===== src/rtl/addseq_pkg.sv =====
// Shared constants and types for the adder-tree sequencer: widths, pass count,
// FSM state encoding and the operand array type.
package addseq_pkg;

    localparam int DATA_W    = 14;
    localparam int NUM_IN    = 16;
    localparam int NUM_LANES = 8;
    localparam int PASSES    = 4;

    typedef enum logic [1:0] {
        IDLE = 2'd0,
        PASS = 2'd1,
        DONE = 2'd2
    } state_t;

    typedef logic [DATA_W-1:0] vec16_t [NUM_IN];
    typedef logic [DATA_W-1:0] vec8_t  [NUM_LANES];

    // Lane j holds a real partial sum in a pass only while j < 8 >> pass.
    function automatic logic lane_active(input logic [1:0] pass, input int lane);
        return lane < (NUM_LANES >> pass);
    endfunction

    function automatic logic carry_out(input logic [DATA_W-1:0] a, input logic [DATA_W-1:0] b);
        logic [DATA_W:0] sum;
        sum = {1'b0, a} + {1'b0, b};
        return sum[DATA_W];
    endfunction

endpackage


===== src/rtl/adder_tree_sequencer_if.sv =====
// Producer/consumer handshake bundle of the sequencer. The ovf flag exists only
// when ADDSEQ_OVF_EN is defined.
interface adder_tree_sequencer_if;
    import addseq_pkg::*;

    logic                     in_valid;
    logic                     in_ready;
    logic [NUM_IN*DATA_W-1:0] in_data;
    logic                     out_valid;
    logic                     out_ready;
    logic [DATA_W-1:0]        out_data;
    logic                     busy;
`ifdef ADDSEQ_OVF_EN
    logic                     ovf;

    modport master (
        output in_valid, in_data, out_ready,
        input  in_ready, out_valid, out_data, busy, ovf
    );

    modport slave (
        input  in_valid, in_data, out_ready,
        output in_ready, out_valid, out_data, busy, ovf
    );
`else
    modport master (
        output in_valid, in_data, out_ready,
        input  in_ready, out_valid, out_data, busy
    );

    modport slave (
        input  in_valid, in_data, out_ready,
        output in_ready, out_valid, out_data, busy
    );
`endif

endinterface


===== src/rtl/pair_add_stage.sv =====
// One level of the reduction tree: eight combinational pairwise adders,
// o_sums[j] = i_ops[2j] + i_ops[2j+1], wrapping modulo 2^DATA_W.
module pair_add_stage
    import addseq_pkg::*;
(
    input  vec16_t i_ops,
    output vec8_t  o_sums
);

    for (genvar g = 0; g < NUM_LANES; g++) begin : g_lane
        assign o_sums[g] = i_ops[2*g] + i_ops[2*g+1];
    end

endmodule


===== src/rtl/adder_tree_sequencer.sv =====
// Reduces 16 operands to one sum in four passes through a shared 8-lane adder
// stage. Optional sticky carry flag is built when ADDSEQ_OVF_EN is defined.
module adder_tree_sequencer
    import addseq_pkg::*;
(
    input  logic                   Clk,
    input  logic                   Reset,
    adder_tree_sequencer_if.slave  bus
);

    state_t     r_state;
    logic [1:0] r_pass_cnt;
    vec16_t     r_regs;
    logic       r_in_ready;
    logic       r_out_valid;
    logic       r_busy;

    vec16_t     w_operands;
    vec8_t      w_sums;
    logic       w_accept;

    // NOTE: combinational blocks assign every output on every path, so no latch is inferred.
    always_comb begin
        for (int i = 0; i < NUM_IN; i++) begin
            w_operands[i] = bus.in_data[i*DATA_W +: DATA_W];
        end
    end

    assign w_accept = bus.in_valid && r_in_ready && (r_state == IDLE);

    pair_add_stage u_stage (
        .i_ops  (r_regs),
        .o_sums (w_sums)
    );

    // NOTE: sequential state uses non-blocking assignments so every register samples pre-edge values.
    always_ff @(posedge Clk) begin
        if (Reset) begin
            r_state     <= IDLE;
            r_pass_cnt  <= '0;
            r_in_ready  <= 1'b0;
            r_out_valid <= 1'b0;
            r_busy      <= 1'b0;
            // NOTE: the register file is reset on purpose; out_data is observed straight from r_regs[0].
            for (int i = 0; i < NUM_IN; i++) begin
                r_regs[i] <= '0;
            end
        end else begin
            case (r_state)
                IDLE: begin
                    r_in_ready <= 1'b1;
                    if (w_accept) begin
                        r_regs     <= w_operands;
                        r_pass_cnt <= '0;
                        r_in_ready <= 1'b0;
                        r_busy     <= 1'b1;
                        r_state    <= PASS;
                    end
                end
                PASS: begin
                    // Upper half r[8..15] keeps its contents; only lanes feed back.
                    for (int j = 0; j < NUM_LANES; j++) begin
                        r_regs[j] <= w_sums[j];
                    end
                    r_pass_cnt <= r_pass_cnt + 2'd1;
                    if (r_pass_cnt == 2'(PASSES - 1)) begin
                        r_busy      <= 1'b0;
                        r_out_valid <= 1'b1;
                        r_state     <= DONE;
                    end
                end
                DONE: begin
                    if (bus.out_ready) begin
                        r_out_valid <= 1'b0;
                        r_in_ready  <= 1'b1;
                        r_state     <= IDLE;
                    end
                end
                default: begin
                    r_state <= IDLE;
                end
            endcase
        end
    end

    assign bus.in_ready  = r_in_ready;
    assign bus.out_valid = r_out_valid;
    assign bus.out_data  = r_regs[0];
    assign bus.busy      = r_busy;

`ifdef ADDSEQ_OVF_EN
    logic [NUM_LANES-1:0] w_carry;
    logic                 r_ovf;

    // Carries from lanes beyond the live partial sums are ignored.
    always_comb begin
        for (int j = 0; j < NUM_LANES; j++) begin
            w_carry[j] = carry_out(r_regs[2*j], r_regs[2*j+1]) && lane_active(r_pass_cnt, j);
        end
    end

    always_ff @(posedge Clk) begin
        if (Reset) begin
            r_ovf <= 1'b0;
        end else if (w_accept) begin
            r_ovf <= 1'b0;
        end else if ((r_state == PASS) && (|w_carry)) begin
            r_ovf <= 1'b1;
        end
    end

    assign bus.ovf = r_ovf;
`else
    // Overflow detection not built in this configuration.
`endif

endmodule


===== src/flat_wrapper.sv =====
// flat-port wrapper written by rule: the top's interface ports become plain ports
module adder_tree_sequencer_flat import addseq_pkg::*;
  (Clk, Reset, bus_in_valid, bus_in_data, bus_out_ready, bus_in_ready, bus_out_valid, bus_out_data, bus_busy);
  adder_tree_sequencer_if bus_i ();
  input  logic Clk;
  input  logic Reset;
  input wire logic [$bits(bus_i.in_valid)-1:0] bus_in_valid;
  input wire logic [$bits(bus_i.in_data)-1:0] bus_in_data;
  input wire logic [$bits(bus_i.out_ready)-1:0] bus_out_ready;
  output wire logic [$bits(bus_i.in_ready)-1:0] bus_in_ready;
  output wire logic [$bits(bus_i.out_valid)-1:0] bus_out_valid;
  output wire logic [$bits(bus_i.out_data)-1:0] bus_out_data;
  output wire logic [$bits(bus_i.busy)-1:0] bus_busy;
  assign bus_i.in_valid = bus_in_valid;
  assign bus_i.in_data = bus_in_data;
  assign bus_i.out_ready = bus_out_ready;
  assign bus_in_ready = bus_i.in_ready;
  assign bus_out_valid = bus_i.out_valid;
  assign bus_out_data = bus_i.out_data;
  assign bus_busy = bus_i.busy;
  adder_tree_sequencer u_core (.Clk(Clk), .Reset(Reset), .bus(bus_i));
endmodule

===== config.mk =====
export PLATFORM = sky130hd
export DESIGN_NAME = adder_tree_sequencer_flat
export DESIGN_NICKNAME = d
export VERILOG_FILES = /design/src/rtl/addseq_pkg.sv /design/src/rtl/adder_tree_sequencer_if.sv /design/src/rtl/pair_add_stage.sv /design/src/rtl/adder_tree_sequencer.sv /design/src/flat_wrapper.sv
export SDC_FILE = /design/constraint.sdc
export NUM_CORES = 1
export LEC_CHECK = 0
export ABC_AREA = 0
export BUFFER_PORTS_ARGS = -buffer_cell sky130_fd_sc_hd__clkbuf_2
export CAP_MARGIN = 20
export CORE_MARGIN = 5
export CORE_UTILIZATION = 28
export CTS_CLUSTER_DIAMETER = 30
export DETAILED_ROUTE_END_ITERATION = 6
export SLEW_MARGIN = 30
export SYNTH_ARGS = -nofsm -noshare
export SYNTH_HDL_FRONTEND = slang
export SYNTH_HIERARCHICAL = 1
export SYNTH_SLANG_ARGS = --single-unit

===== constraint.sdc =====
create_clock -name Clk -period 2.9 [get_ports Clk]
set_clock_uncertainty 0.05 [all_clocks]
set_input_delay 0.145 -clock Clk [delete_from_list [all_inputs] [get_ports Clk]]
set_output_delay 0.145 -clock Clk [all_outputs]
set_load 0.01 [all_outputs]

==> metrics.yaml <==
timing:
  tns_ns: 0
  slew-limit-headroom_pct: 50.2
  period_share_pct: 91.3
  tightest_slew_ns: 0.728
  holdWs_ns: 0.276
  setup_viol: 0
  max_freq_ghz: 0.377
  drv_slew: 0
  grt_setup_unrepaired: "no"
  fin_crit_ns: 2.65
  finalHoldViolCount: 0
clocking:
  cts_tree: "done"
  cts-hold-fix-buffers: 239
  clock_latency_ns: 0.59
  cts_buffers: 61
  clk_path_buf_depth: 3
  cts-root-buf: "clkbuf_16"
  postCtsSetupRepairBufs: 0
  post_cts_resized: 0
  cts_sinks: 231
  ctsHtreeMaxLevel: 2
  clk_pin_slew_ns: 0.04
logic_synthesis:
  synth_compound_area_share_pct: 23.3
  ys_ff_latch: 231
  synth_area_leaders: "dfxtp_1 35%, ha_1 9.8%, a221o_1 8.4%"
  yosys.area.top_type: "dfxtp_1"
  syn_area_mm2: 0.0134
  async_flop_share_pct: 0
  synth_fp_nets: 1904
  muxShareOfSynthArea_pct: 0.234
  synthAdderAreaFrac_pct: 11.0
  seq_area_frac_synth_pct: 34.6
  ys_warn_count: 6
  synth_top_cell_area_share_pct: 34.6
  synth_edf_count: 0
  synth-xor-area-share_pct: 5.96
  syn_area_per_cell_um2: 8.55
  synth.most_common_cell: "nand2_1"
  synth_top_family_by_area: "compound AO/OA/AOI/OAI gates"
  synthSimpleGateAreaFrac_pct: 19.8
  synthFlopType: "dfxtp_1"
  ys_types: 59
  ys_top_cells_by_count: "265 x nand2_1, 231 x dfxtp_1, 174 x a21oi_1"
  synthCells: 1563
place:
  hpwl_um: 31000
  port_buffers: 244
  gp_congestion: 0.881
  place_area_mm2: 0.0150
  dp.cells: 2333
global_route:
  grtUsageMet3_pct: 3.25
  grt_pass1_wl_um: 70800
  use_met2_pct: 27.4
  antenna_found_initial: 3
  grt_pass1_vias: 13267
  overflow: 0
  grt_util_met1_pct: 21.2
  grtUsageTotal_pct: 16.5
  grt_max_degree: 115
  top_usage_layer: "met2"
power_and_ir_drop:
  p_sw_share_pct: 23.9
  p_int_mw: 9.41
  power.share.sequential_pct: 28.7
  leakagePower_nw: 8.77
  p_total_mw: 12.4
  p_per_area_mw_per_mm2: 631
  p_comb_share_pct: 13.0
  ir_drop_mv: 0.440
  p_sw_mw: 2.96
  p_clk_share_pct: 58.4
floorplanning:
  initial_utilization_pct: 28.2
  fp.dieW_um: 228
  dieArea_mm2: 0.0522
  coreArea_mm2: 0.0474
  num_rows: 80
  io_pins: 245
  die_h_um: 228
detailed_routing:
  vias_per_cell: 4.82
  via_count: 12973
  drcViolationCount: 0
  ant_nets: 0
  dr.pass1.iters: 5
  drt_wl_total_um: 44400
  routedWlPerCell_um: 16.5
  drtIter0Drc: 833
worst_setup_path:
  timing.rr.end: "u_core/r_regs[122]$_SDFFE_PP0P_"
  critical-path-max-stage-delay_ns: 0.40
  timing.rr.start: "u_core/r_regs[0]$_SDFFE_PP0P_"
  critPathLaunchType: "flip-flop"
  ff2ff_setup_slack_ns: 0.25
  timing.critical_path.buf_inv: 0
  cp.arrival_ns: 3.06
  cp_max_fo: 3
  critical_path.cell_chain: "ha_1 -> fa_1 -> a21o_1 -> a221oi_2 -> a21oi_1 -> a21o_1 -> a21oi_1 -> xnor2_1 -> and2_1 -> a221o_1"
  end_kind: "flip-flop"
  crit_family: "compound AO/OA/AOI/OAI gates"
  crit_slowest_cell: "fa_1"
  required_ns: 3.32
  reg2regPathDepth: 10
  crit_type: "flip-flop to flip-flop"
hold_path:
  worstHoldPathCells: 3
  holdPathEnd: "u_core/bus.out_data[3]$_SDFFE_PP0P_"
  min_from: "bus_in_data[3]"
  hold_class: "primary input to flip-flop"
layout:
  instances_no_fill: 2689
  area_growth_pct: 46.9
  final_nets: 2361
  layout-drive-gt1-share_pct: 18.3
  finalInstanceArea_mm2: 0.0196
run:
  drv_cap: 0
run_status:
  status: "complete, no violations"
registers in the layout (all words and copies together) (netlist names):
name                  flops
u_core/bus.busy           1
u_core/bus.in_ready       1
u_core/bus.out_data      14
u_core/bus.out_valid      1
u_core/r_pass_cnt         2
u_core/r_regs           210
u_core/r_state            2
kinds of logic after synthesis:
| kind of cell | after synthesis |
|---|---|
| xor+xnor | 91 |
| fa+ha+maj | 113 |
| flops | 231 |
| buf+inv | 140 |
| compound gates | 429 |
| mux | 3 |
| simple gates | 556 |
layer usage:
| layer | vias up | wire length (µm) |
|---|---|---|
| met5 | - | 27 |
| met4 | 4 | 1350 |
| met3 | 90 | 2140 |
| met2 | 333 | 20700 |
| met1 | 6018 | 20100 |
| li1 | 6528 | - |
per-stage QoR:
| stage | setup WS (ns) | utilization (%) |
|---|---|---|
| after global routing | 0.0891 | 41.4 |
| final | 0.251 | 41.4 |
| after detailed placement | 0.304 | 31.6 |
| after floorplan | 0.478 | - |
| after CTS | 0.263 | 41.4 |
| after global placement | 0.321 | 31.6 |
worst max-delay path by stage:
stage,startpoint,slack [ns],end,cells after the start
6_report,u_core/r_regs[0]$_SDFFE_PP0P_,0.25,u_core/r_regs[122]$_SDFFE_PP0P_,10
5_1_grt,u_core/r_regs[0]$_SDFFE_PP0P_,0.09,u_core/r_regs[122]$_SDFFE_PP0P_,10
4_1_cts,u_core/r_regs[59]$_SDFFE_PP0P_,0.26,u_core/r_regs[153]$_SDFFE_PP0P_,9
3_5_place_dp,u_core/r_regs[59]$_SDFFE_PP0P_,0.30,u_core/r_regs[153]$_SDFFE_PP0P_,9
3_3_place_gp,u_core/r_regs[59]$_SDFFE_PP0P_,0.32,u_core/r_regs[153]$_SDFFE_PP0P_,9
2_1_floorplan,u_core/r_regs[0]$_SDFFE_PP0P_,0.48,u_core/r_regs[122]$_SDFFE_PP0P_,10
layout by cell type (no fill, tap or decap), drive strengths merged, types with 4 or more instances in the layout:
| cell | count |
|---|---|
| a2111oi | 6 |
| a21o | 25 |
| nand3 | 41 |
| nand4 | 6 |
| nor2 | 55 |
| dfxtp | 231 |
| a221oi | 7 |
| nor2b | 27 |
| nand2b | 11 |
| o21ai | 22 |
| clkbuf | 325 |
| o21bai | 4 |
| or3 | 10 |
| and2 | 112 |
| nor3 | 15 |
| a2111o | 6 |
| clkinv | 14 |
| buf | 10 |
| bufinv | 12 |
| o21a | 19 |
| a221o | 112 |
| nand3b | 5 |
| a21boi | 9 |
| a31o | 5 |
| a31oi | 13 |
| inv | 42 |
| dlygate4sd3 | 239 |
| clkinvlp | 6 |
| xor2 | 21 |
| xnor2 | 70 |
| o2111ai | 4 |
| nand2 | 265 |
| o211ai | 8 |
| fa | 8 |
| ha | 105 |
| a21oi | 175 |
cell type report:
class                           count  area (µm²)
Tap cell                          615         769
Clock buffer                       82        1750
Fill cell                        4606       27800
Timing Repair Buffer              492        3720
Sequential cell                   231        4620
Clock inverter                     32         487
Antenna cell                        3        7.51
Inverter                           42         158
Multi-Input combinational cell   1192        8110
worst register-to-register path, delay by kind of cell, from the launching register on:
kind	cells	cell delay, ns
compound gates	6	1.33
fa+ha+maj	2	0.63
flops	1	0.31
simple gates	1	0.13
xor+xnor	1	0.07
power groups by stage:
stage,sequential (mW),clock (mW),combinational [mW]
global placement,3.60,0,1.31
floorplan,3.54,0,0.936
CTS,3.55,7.36,1.60
detailed placement,3.60,0,1.33
global route,3.57,7.53,1.77
finish,3.55,7.22,1.60
Note: power is estimated with default switching activity, not from simulation.
